===== src/rtl/cpu_pkg.sv =====
// Shared CPU definitions: datapath width, fetch constants, fetch-state encoding,
// and the IF/ID pipeline payload.
package cpu_pkg;

  localparam int unsigned WORD_W      = 32;
  localparam int unsigned PC_STEP     = 4;
  localparam int unsigned PERF_FETCH_W = 32;
  localparam int unsigned PERF_EVT_W   = 16;

  // Encoding of the NOP word placed in IF/ID on reset or flush.
  localparam logic [WORD_W-1:0] NOP_WORD = 32'h0000_0000;

  typedef enum logic [1:0] {
    BOOT     = 2'd0,
    RUN      = 2'd1,
    HOLD     = 2'd2,
    REDIRECT = 2'd3
  } fetch_state_e;

  typedef struct packed {
    logic [WORD_W-1:0] instr;
    logic [WORD_W-1:0] pc4;
    logic              valid;
  } if_id_t;

  // Clear the byte-offset bits so the PC always holds a word address.
  function automatic logic [WORD_W-1:0] word_align(input logic [WORD_W-1:0] addr);
    return addr & {{(WORD_W-2){1'b1}}, 2'b00};
  endfunction

endpackage


===== src/rtl/if_id_pipeline_register.sv =====
// IF/ID pipeline register: holds the fetched word, its PC+step and a valid bit.
// Flush wins over load and inserts a bubble (NOP, pc4 cleared, valid low).
module if_id_pipeline_register
  import cpu_pkg::*;
#(
  parameter logic [WORD_W-1:0] NOP_INSTR = NOP_WORD
) (
  input  logic   clk,
  input  logic   reset,
  input  logic   load,
  input  logic   flush,
  input  if_id_t d,
  output if_id_t q
);

  // Register update: reset, then flush, then load; otherwise hold.
  always_ff @(posedge clk) begin
    if (reset) begin
      q.instr <= NOP_INSTR;
      q.pc4   <= '0;
      q.valid <= 1'b0;
    end else if (flush) begin
      q.instr <= NOP_INSTR;
      q.pc4   <= '0;
      q.valid <= 1'b0;
    end else if (load) begin
      q <= d;
    end
  end

endmodule


===== src/rtl/if_fetch_stage.sv =====
// Instruction-fetch stage: PC register, fetch FSM and IF/ID register.
// Optional build macro IF_FETCH_PERF_EN adds saturating fetch/stall/flush
// performance counters as extra outputs.
module if_fetch_stage #(
  parameter logic [cpu_pkg::WORD_W-1:0] RESET_PC  = 32'h0000_0000,
  parameter int unsigned                PC_STEP   = cpu_pkg::PC_STEP,
  parameter logic [cpu_pkg::WORD_W-1:0] NOP_INSTR = cpu_pkg::NOP_WORD
) (
  input  logic                          clk,
  input  logic                          reset,
  output logic [cpu_pkg::WORD_W-1:0]    imem_addr,
  input  logic [cpu_pkg::WORD_W-1:0]    imem_data,
  input  logic                          pc_ld,
  input  logic                          if_id_ld,
  input  logic                          br_taken,
  input  logic [cpu_pkg::WORD_W-1:0]    br_target,
  output logic [cpu_pkg::WORD_W-1:0]    pc,
  output logic [cpu_pkg::WORD_W-1:0]    id_instr,
  output logic [cpu_pkg::WORD_W-1:0]    id_pc4,
  output logic                          id_valid
`ifdef IF_FETCH_PERF_EN
  ,
  output logic [cpu_pkg::PERF_FETCH_W-1:0] perf_fetch,
  output logic [cpu_pkg::PERF_EVT_W-1:0]   perf_stall,
  output logic [cpu_pkg::PERF_EVT_W-1:0]   perf_flush
`endif
);
  import cpu_pkg::*;

  localparam logic [WORD_W-1:0] STEP = WORD_W'(PC_STEP);

  fetch_state_e      state;
  fetch_state_e      state_next;
  logic [WORD_W-1:0] pc_next;
  logic [WORD_W-1:0] pc_plus;
  logic              ifid_load;
  logic              ifid_flush;
  if_id_t            ifid_d;
  if_id_t            ifid_q;

  // Sequential fetch address; wraps modulo 2^32 silently.
  assign pc_plus   = pc + STEP;
  assign imem_addr = pc;

  // Fetch-state register.
  always_ff @(posedge clk) begin
    if (reset) begin
      state <= BOOT;
    end else begin
      state <= state_next;
    end
  end

  // Next state, next PC and IF/ID control; a redirect outranks both enables.
  always_comb begin
    state_next = state;
    pc_next    = pc;
    ifid_load  = 1'b0;
    ifid_flush = 1'b0;
    case (state)
      BOOT: begin
        // ID still holds the reset bubble, so no branch can be pending.
        if (pc_ld) pc_next = pc_plus;
        ifid_load  = if_id_ld;
        state_next = RUN;
      end
      RUN, HOLD: begin
        if (br_taken) begin
          pc_next    = word_align(br_target);
          ifid_flush = 1'b1;
          state_next = REDIRECT;
        end else begin
          if (pc_ld) pc_next = pc_plus;
          ifid_load  = if_id_ld;
          state_next = (pc_ld && if_id_ld) ? RUN : HOLD;
        end
      end
      REDIRECT: begin
        // The bubble now in ID cannot raise a real branch; br_taken is ignored.
        if (pc_ld) pc_next = pc_plus;
        ifid_load  = if_id_ld;
        state_next = RUN;
      end
      default: begin
        state_next = BOOT;
      end
    endcase
  end

  // PC register.
  always_ff @(posedge clk) begin
    if (reset) begin
      pc <= RESET_PC;
    end else begin
      pc <= pc_next;
    end
  end

  assign ifid_d = '{instr: imem_data, pc4: pc_plus, valid: 1'b1};

  if_id_pipeline_register #(
    .NOP_INSTR (NOP_INSTR)
  ) u_if_id (
    .clk   (clk),
    .reset (reset),
    .load  (ifid_load),
    .flush (ifid_flush),
    .d     (ifid_d),
    .q     (ifid_q)
  );

  assign id_instr = ifid_q.instr;
  assign id_pc4   = ifid_q.pc4;
  assign id_valid = ifid_q.valid;

`ifdef IF_FETCH_PERF_EN
  logic stall_evt;

  // A stall cycle is any cycle with an enable low that is not itself a redirect.
  assign stall_evt = !ifid_flush && (!pc_ld || !if_id_ld);

  // Saturating performance counters.
  always_ff @(posedge clk) begin
    if (reset) begin
      perf_fetch <= '0;
      perf_stall <= '0;
      perf_flush <= '0;
    end else begin
      if (ifid_load && (perf_fetch != '1)) perf_fetch <= perf_fetch + PERF_FETCH_W'(1);
      if (stall_evt && (perf_stall != '1)) perf_stall <= perf_stall + PERF_EVT_W'(1);
      if (ifid_flush && (perf_flush != '1)) perf_flush <= perf_flush + PERF_EVT_W'(1);
    end
  end
`endif

endmodule


===== config.mk =====
export PLATFORM = sky130hd
export DESIGN_NAME = if_fetch_stage
export DESIGN_NICKNAME = d
export VERILOG_FILES = /design/src/rtl/cpu_pkg.sv /design/src/rtl/if_id_pipeline_register.sv /design/src/rtl/if_fetch_stage.sv
export SDC_FILE = /design/constraint.sdc
export NUM_CORES = 1
export LEC_CHECK = 0
export ABC_AREA = 1
export CORE_UTILIZATION = 48
export DETAILED_ROUTE_END_ITERATION = 8
export PLACE_DENSITY = 0.86
export SYNTH_ARGS = -nofsm -noshare
export SYNTH_HDL_FRONTEND = slang
export SYNTH_HIERARCHICAL = 1
export SYNTH_SLANG_ARGS = --single-unit

===== constraint.sdc =====
create_clock -name clk -period 5.23 [get_ports clk]
set_clock_uncertainty 0.05 [all_clocks]
set_input_delay 0.7845 -clock clk [delete_from_list [all_inputs] [get_ports clk]]
set_output_delay 0.7845 -clock clk [all_outputs]
set_load 0.1 [all_outputs]

==> results of run 1 <==
[per-layer routing]
layer	global-route usage (%)	part of all wire [%]	vias up
met5	0	0	-
met2	40.48	47	199
met4	7.341	1.8	0
li1	-	-	2656
met3	4.762	7.4	19
met1	31.45	44	2281
[layout by cell type (no fill, tap or decap), drive strengths merged]
cell | Yosys | final
dfxtp | 97 | 97
conb | 2 | 7
a21oi | 59 | 59
clkdlybuf4s50 | 0 | 191
xnor2 | 3 | 3
nand4 | 1 | 1
a31oi | 1 | 1
ha | 3 | 3
o21ai | 30 | 30
xor2 | 13 | 13
inv | 89 | 92
nand2 | 242 | 242
buf | 58 | 6
nor4 | 1 | 1
nor2 | 171 | 171
and2 | 4 | 4
clkinvlp | 0 | 1
clkinv | 0 | 2
clkbuf | 11 | 10
nor3 | 1 | 1
nand3b | 7 | 7
nand3 | 8 | 8
[metrics by stage]
step | worst slack (ps) | power [mW] | hold slack, ps | cell area (um2)
6_report | 1856 | 2.656 | 422.5 | 7109
5_1_grt | 1603 | 2.769 | 439.4 | 7109
4_1_cts | 1870 | 2.666 | 424.0 | 7109
3_5_place_dp | 1456 | 2.207 | 411.0 | 6932
3_3_place_gp | 1436 | 2.196 | 405.3 | 6932
2_1_floorplan | 2731 | 1.933 | 477.0 | 5184
[sequential cells by signal, indices dropped and copies added (netlist names)]
name and count:
imem_addr 30, state 2, u_if_id/q 65
[cell families after synthesis]
logic type | share of synthesized area, %
flops | 37.60
compound gates | 8.745
fa+ha+maj | 0.7268
buf+inv | 14.83
simple gates | 34.38
xor+xnor | 3.585
other cells | 0.1454
[report_power, final]
group	internal (mW)	switching (mW)	total (mW)
Clock	0.180	0.284	0.464
Combinational	0.309	0.989	1.30
Sequential	0.816	0.0787	0.894
Total	1.30	1.35	2.66
[path summary, 6_finish.rpt]
path                            cells past startpoint            end  slack, ps
worst max-delay path                                8  u_if_id/q[43]       1860
worst min-delay path                                2  u_if_id/q[38]        420
worst max register to register                      9  u_if_id/q[43]       2060
worst min register to register                      2  u_if_id/q[38]        420
[cell type report]
cell class              instances  share of cell area [%]
clock buffers                  10                   1.795
clock inverters                 6                  0.7040
inverters                      89                   4.699
multi-input cells             551                   35.04
flip-flops and latches         97                   27.31
well taps                     136                   2.394
repair buffers                197                   28.05
[critical path: stages]
cell	delay, ps
clkdlybuf4s50_1	450
nand2_1	660
inv_1	570
nor2_4	600
buf_12	280
nand2_1	80
nand2_1	90
nor2_1	50
==> flow_summary.yaml, run 1 <==
run_status:
  status: "finished clean"
finish:
  final_core_util_pct: 68.56
  n_antenna_cell: 0
  drive_above_1_share_pct: 4.947
  finalNetCount: 1017
  regArea_um2: 1942
  areaGrowthSynthToFinish_pct: 37.65
  nFillCells: 907
  instances_no_fill: 1086
  multiInputGateArea_um2: 2491
timing:
  clock.fmax_mhz: 296.4
  worst_pin_slew_ps: 1039
  finalHoldViolations: 0
  maxSlewViolCount: 0
  finalSetupTns_ps: 0
  min_period_ps: 3374
  setup_viol: 0
  fin_crit_sh_pct: 64.51
  rsz0062_at_grt: "false"
  slew_headroom_pct: 30.51
synth:
  yosysMostFrequentCell: "nand2_1"
  netlist.area_leader.share_pct: 37.60
  ys_warn_count: 6
  ys_top_cells_by_count: "nand2_1 (237), nor2_1 (158), dfxtp_1 (97), inv_1 (89), a21oi_1 (59)"
  synth.largest_area_cell: "dfxtp_1"
  synthDistinctLibCells: 25
  ys_seq_area_share_pct: 37.60
  synthCells: 801
  async_flop_share_pct: 0
  synth-edff-count: 0
  synth_area_um2: 5165
  avgSynthCellArea_um2: 6.448
  yosys_register_bits: 97
  synth_ff_type: "dfxtp_1"
  synthTopCellsByArea: "dfxtp_1 (38%), nand2_1 (17%), nor2_1 (11%)"
setup_path:
  cp-end-kind: "flop"
  critPathArrivalTime_ps: 3590
  crit_start: "br_taken"
  startpoint_type: "input port"
  worstPathMaxFanout: 43
  required_ps: 5450
  r2r-start: "state[0]"
  critPathKind: "in2reg"
clock_network:
  clockBufferDepth: 2
  hold_buffers: 0
  postCtsSetupRepairBufs: 0
  cts_made_buffers: 9
  root_buffer: "clkbuf_8"
  htreeDepth: 3
  clkTransAtPathRegs_ps: 100
  cts_resized: 0
  insertion_delay_ps: 370
  cts_sinks: 97
  cts_tree: "yes"
floorplanning:
  die_w_um: 105.7
  core_area_um2: 10370
  ios: 198
  initial_core_util_pct: 49.81
  die_y_um: 105.7
  dieArea_um2: 11180
  rows: 37
grt:
  first_global_vias: 4644
  grt_use_total_pct: 24.22
  grt_pass1_wl_um: 21780
  grt_start_max_net_pins: 66
  grt_remaining_overflow: 0
  antenna_found_initial: 0
detailed_routing:
  vias: 5155
  wirelength_um: 13480
  drc_errors: 0
  viasPerCell: 4.747
  drtPass1Iterations: 4
  drt_iter0_markers: 268
  routedWlPerCell_um: 12.41
  drtAntennaViolNets: 0
place:
  place.gp.congestion: 0.9323
  dp_hpwl_um: 9763
  dp.cells: 1070
  portBuffers: 191
power:
  p_leak_nw: 2.990
  vdd_ir_drop_max_uv: 205.5
  power_density_nw_per_um2: 373.6
worst_hold_path:
  hp-start: "u_if_id/q[38]"
  hold_path_class: "reg2reg"
flow_run:
  maxCapViolCount: 0
Power figures use the tool's default switching activity.
==> inputs of run 2 (changes only) <==
--- a/config.mk
+++ b/config.mk
@@ -6,9 +6,9 @@
 export NUM_CORES = 1
 export LEC_CHECK = 0
 export ABC_AREA = 1
-export CORE_UTILIZATION = 48
+export CORE_UTILIZATION = 40
 export DETAILED_ROUTE_END_ITERATION = 8
-export PLACE_DENSITY = 0.86
+export PLACE_DENSITY = 0.77
 export SYNTH_ARGS = -nofsm -noshare
 export SYNTH_HDL_FRONTEND = slang
 export SYNTH_HIERARCHICAL = 1
==> constraint.sdc (replaced) <==
create_clock -name clk -period 3 [get_ports clk]
set_clock_uncertainty 0.05 [all_clocks]
set_input_delay 0.45 -clock clk [delete_from_list [all_inputs] [get_ports clk]]
set_output_delay 0.45 -clock clk [all_outputs]
set_load 0.1 [all_outputs]
==> flow_summary.yaml, run 2 (synthesized netlist as in run 1, its figures left out) <==
place:
  place.gp.congestion: 0.8795
  pre_cts_slack_ps: 782.5
  portBuffers: 191
  placed_cell_area_um2: 6666
  dp_hpwl_um: 9945
clock_network:
  root_buffer: "clkbuf_16"
  clockBufferDepth: 2
  htreeDepth: 3
  hold_buffers: 0
  insertion_delay_ps: 350
  cts_made_buffers: 9
  clkTransAtPathRegs_ps: 70
  postCtsSetupRepairBufs: 0
  cts_sinks: 97
  cts_tree: "yes"
  cts_resized: 0
finish:
  drive_above_1_share_pct: 17.98
  final_cell_area_um2: 6955
  finalNetCount: 1019
  final_common_cell: "nand2_1"
  nFillCells: 1315
  final_cell_mix: "nand2_1 (237), nor2_1 (156), buf_4 (131), dfxtp_1 (97), inv_1 (89)"
  regMostFlops: "u_if_id/q"
  n_antenna_cell: 0
  areaGrowthSynthToFinish_pct: 34.67
  largest_reg_flops: 65
detailed_routing:
  viasPerCell: 4.482
  vias: 5033
  routedWlPerCell_um: 12.15
  wirelength_um: 13640
  drc_errors: 0
  drt_iter0_markers: 383
  drtPass1Iterations: 4
  drtAntennaViolNets: 0
timing:
  maxSlewViolCount: 0
  clock.fmax_mhz: 514.0
  finalHoldWorstSlack_ps: 418.7
  finalHoldViolations: 0
  worst_slack_ps: 1055
  setup_viol: 0
  slew_headroom_pct: 45.42
  min_period_ps: 1945
  finalSetupTns_ps: 0
  rsz0062_at_grt: "false"
  fin_crit_sh_pct: 64.85
  worst_pin_slew_ps: 817.9
grt:
  antenna_found_initial: 0
  grt_use_total_pct: 20.52
  first_global_vias: 4360
  grt_pass1_wl_um: 21270
  grt_start_max_net_pins: 85
  grt_remaining_overflow: 0
floorplanning:
  ios: 198
  initial_core_util_pct: 40.93
  core_area_um2: 12620
  die_w_um: 115.6
  rows: 41
  dieArea_um2: 13370
  die_y_um: 115.6
power:
  vdd_ir_drop_max_uv: 400.5
  total_power_mw: 4.916
  p_leak_nw: 3.262
  power_density_nw_per_um2: 706.8
setup_path:
  required_ps: 3200
  cp-end-kind: "flop"
  cp_slowest_stage_delay_ps: 420
  worstPathMaxFanout: 46
  crit_top_cell: "nand2_1"
  startpoint_type: "flop"
  critPathArrivalTime_ps: 2140
  cp_cell_sequence: "inv_1, ha_1, nand2_1, inv_1, nor2_4, buf_4, nand2_1, nand2_1, nor2_1"
  critPathKind: "reg2reg"
  cp_slowest_cell: "buf_4"
flow_run:
  maxCapViolCount: 0
run_status:
  status: "finished clean"
worst_hold_path:
  hold_path_class: "reg2reg"
## run 2: path summary, 6_finish.rpt
| kind | from | endpoint | slack (ps) | depth (start not counted) |
|---|---|---|---|---|
| setup / recovery | state[0] | u_if_id/q[58] | 1050 | 9 |
| hold / removal | u_if_id/q[43] | u_if_id/q[43] | 420 | 2 |
| setup reg to reg | state[0] | u_if_id/q[58] | 1050 | 9 |
| hold reg to reg | u_if_id/q[43] | u_if_id/q[43] | 420 | 2 |
## run 2: critical path, delay by kind of cell (launching register included)
family                   cells  cell delay [ps]
buffers and inverters        3              660
flip-flops                   1              340
AND/OR/NAND/NOR              5              490
adder cells (fa/ha/maj)      1              300
## run 2: power by group
part	switching [mW]	internal (mW)	total, mW
Clock	0.493	0.668	1.16
Sequential	0.138	1.42	1.56
Combinational	1.72	0.476	2.19
## run 2: per-stage QoR
step / util [%] / instances
2_1_floorplan: - / 806
3_3_place_gp: 52.83 / 1108
3_5_place_dp: 52.83 / 1108
4_1_cts: 55.12 / 1123
5_1_grt: 55.12 / 1123
6_report: 55.12 / 1123
## run 2: layout make-up
cell class / instances / area, um2 / share of cell area, %
Inverter: 89 / 334.1 / 4.803
Multi-Input combinational cell: 551 / 2491 / 35.82
Sequential cell: 97 / 1942 / 27.92
Tap cell: 172 / 215.2 / 3.094
Clock buffer: 13 / 250.2 / 3.598
Timing Repair Buffer: 199 / 1684 / 24.21
Clock inverter: 2 / 38.79 / 0.5577
## run 2: layer usage
metal,vias to the layer above,wire length [um],track usage (%)
met2,162,6002,32.73
met5,-,0,0
li1,2659,-,-
met3,18,1036,4.341
met4,0,266,9.060
met1,2194,6336,26.76
==> inputs of run 3 (changes only) <==
--- a/config.mk
+++ b/config.mk
@@ -6,9 +6,9 @@
 export NUM_CORES = 1
 export LEC_CHECK = 0
 export ABC_AREA = 1
-export CORE_UTILIZATION = 40
+export CORE_UTILIZATION = 45
 export DETAILED_ROUTE_END_ITERATION = 8
-export PLACE_DENSITY = 0.77
+export PLACE_DENSITY = 0.82
 export SYNTH_ARGS = -nofsm -noshare
 export SYNTH_HDL_FRONTEND = slang
 export SYNTH_HIERARCHICAL = 1
==> constraint.sdc (replaced) <==
create_clock -name clk -period 1.84 [get_ports clk]
set_clock_uncertainty 0.05 [all_clocks]
set_input_delay 0.276 -clock clk [delete_from_list [all_inputs] [get_ports clk]]
set_output_delay 0.276 -clock clk [all_outputs]
set_load 0.1 [all_outputs]
==> flow_summary.yaml, run 3 (synthesized netlist as in run 1, its figures left out) <==
finish:
  regMostFlops: "u_if_id/q"
  areaGrowthSynthToFinish_pct: 62.72
  final_common_cell: "nand2_1"
  n_antenna_cell: 0
  drive_above_1_share_pct: 23.91
  largest_reg_flops: 65
  finalNetCount: 1051
  final_cell_mix: "nand2_1 (237), nor2_1 (156), buf_12 (91), inv_1 (89), buf_4 (72)"
setup_path:
  worstPathMaxFanout: 5
  startpoint_type: "flop"
  cp_slowest_cell: "dfxtp_4"
  critPathKind: "reg2reg"
  critical_path.top_delay_family: "simple AND/OR/NAND/NOR gates"
  critPathArrivalTime_ps: 1970
  cp_slowest_stage_delay_ps: 340
  crit_top_cell: "nand2_1"
  cp_cell_sequence: "ha_1, nand2_1, nor2_4, nand2_4, nor2_4, nand3_1, and2_1, inv_1, nand2_1, nand2_1, nor2_1"
  required_ps: 2030
  cp-end-kind: "flop"
  cp.buffers_inverters: 1
grt:
  grt_use_total_pct: 24.84
  grt_remaining_overflow: 0
  antenna_found_initial: 0
  grt_start_max_net_pins: 36
  grt_pass1_wl_um: 22870
  first_global_vias: 4985
timing:
  min_period_ps: 1777
  fin_crit_sh_pct: 96.56
  finalHoldWorstSlack_ps: 420.3
  finalHoldViolations: 0
  clock.fmax_mhz: 562.8
  maxSlewViolCount: 0
  setup_viol: 0
detailed_routing:
  drt_iter0_markers: 449
  drtAntennaViolNets: 0
  viasPerCell: 4.892
  drc_errors: 0
  drtPass1Iterations: 6
  wirelength_um: 15310
  vias: 5494
  routedWlPerCell_um: 13.63
clock_network:
  clkTransAtPathRegs_ps: 70
  cts_tree: "yes"
  clockBufferDepth: 2
  htreeDepth: 3
  hold_buffers: 0
  cts_made_buffers: 9
  root_buffer: "clkbuf_16"
  insertion_delay_ps: 340
  cts_sinks: 97
place:
  portBuffers: 191
  place.gp.congestion: 0.9391
  dp_hpwl_um: 11140
floorplanning:
  dieArea_um2: 11910
  core_area_um2: 11030
  die_y_um: 109.1
  initial_core_util_pct: 46.82
  die_w_um: 109.1
  rows: 38
  ios: 198
power:
  power_density_nw_per_um2: 1086
  total_power_mw: 9.130
  p_leak_nw: 3.772
  vdd_ir_drop_max_uv: 604.0
worst_hold_path:
  hold_path_class: "reg2reg"
flow_run:
  maxCapViolCount: 0
run_status:
  status: "finished clean"
-- run 3: what timing repair did --
item | 4_1_cts | 5_1_grt
endpoints found under the hold margin | 0 | 0
setup buffers | 0 | 1
setup endpoints to repair | 0 | 4
resized for setup | 0 | 2
-- run 3: layer usage --
| layer | global-route usage (%) | up-vias | wire length [um] |
|---|---|---|---|
| li1 | - | 2726 | - |
| met1 | 28.98 | 2453 | 6191 |
| met2 | 43.58 | 273 | 7495 |
| met3 | 4.065 | 42 | 1173 |
| met4 | 12.64 | 0 | 450 |
| met5 | 0 | - | 0 |
-- run 3: path summary, 6_finish.rpt --
path	cells past startpoint	start	endpoint	slack, ps
max	11	imem_addr[2]	u_if_id/q[23]	60
max reg2reg	11	imem_addr[2]	u_if_id/q[23]	60
min	2	u_if_id/q[33]	u_if_id/q[33]	420
min reg2reg	2	u_if_id/q[33]	u_if_id/q[33]	420
-- run 3: where the power goes --
| part | total, mW | switching (mW) | internal [mW] | leakage (nW) |
|---|---|---|---|---|
| Combinational | 4.39 | 2.98 | 1.41 | 2.79 |
| Sequential | 2.57 | 0.235 | 2.34 | 0.810 |
| Clock | 2.17 | 0.833 | 1.33 | 0.168 |
| Total | 9.13 | 4.05 | 5.08 | 3.77 |
-- run 3: cell type report --
class,instances,area (um2)
timing repair buffer,231,3073
tap,140,175.2
multi-input combinational,551,2496
clock buffer,9,225.2
clock inverter,6,115.1
sequential,97,1986
fill,765,2626
inverter,89,334.1
-- run 3: metrics by stage --
| step | util (%) | TNS, ps | instances | worst slack (ps) | cell area (um2) |
|---|---|---|---|---|---|
| 2_1_floorplan | - | -64.90 | 806 | -64.90 | 5225 |
| 6_report | 76.19 | 0 | 1123 | 63.27 | 8404 |
| 3_3_place_gp | 72.40 | 0 | 1105 | 114.9 | 7986 |
| 4_1_cts | 75.49 | 0 | 1120 | 77.82 | 8327 |
| 5_1_grt | 76.19 | -25.99 | 1123 | -25.48 | 8404 |
| 3_5_place_dp | 72.40 | 0 | 1105 | 37.87 | 7986 |
-- run 3: tightest hold or removal path: stages (launching register included) --
cell and delay (ps):
dfxtp_1 310, nor2_1 80, nor2_1 50
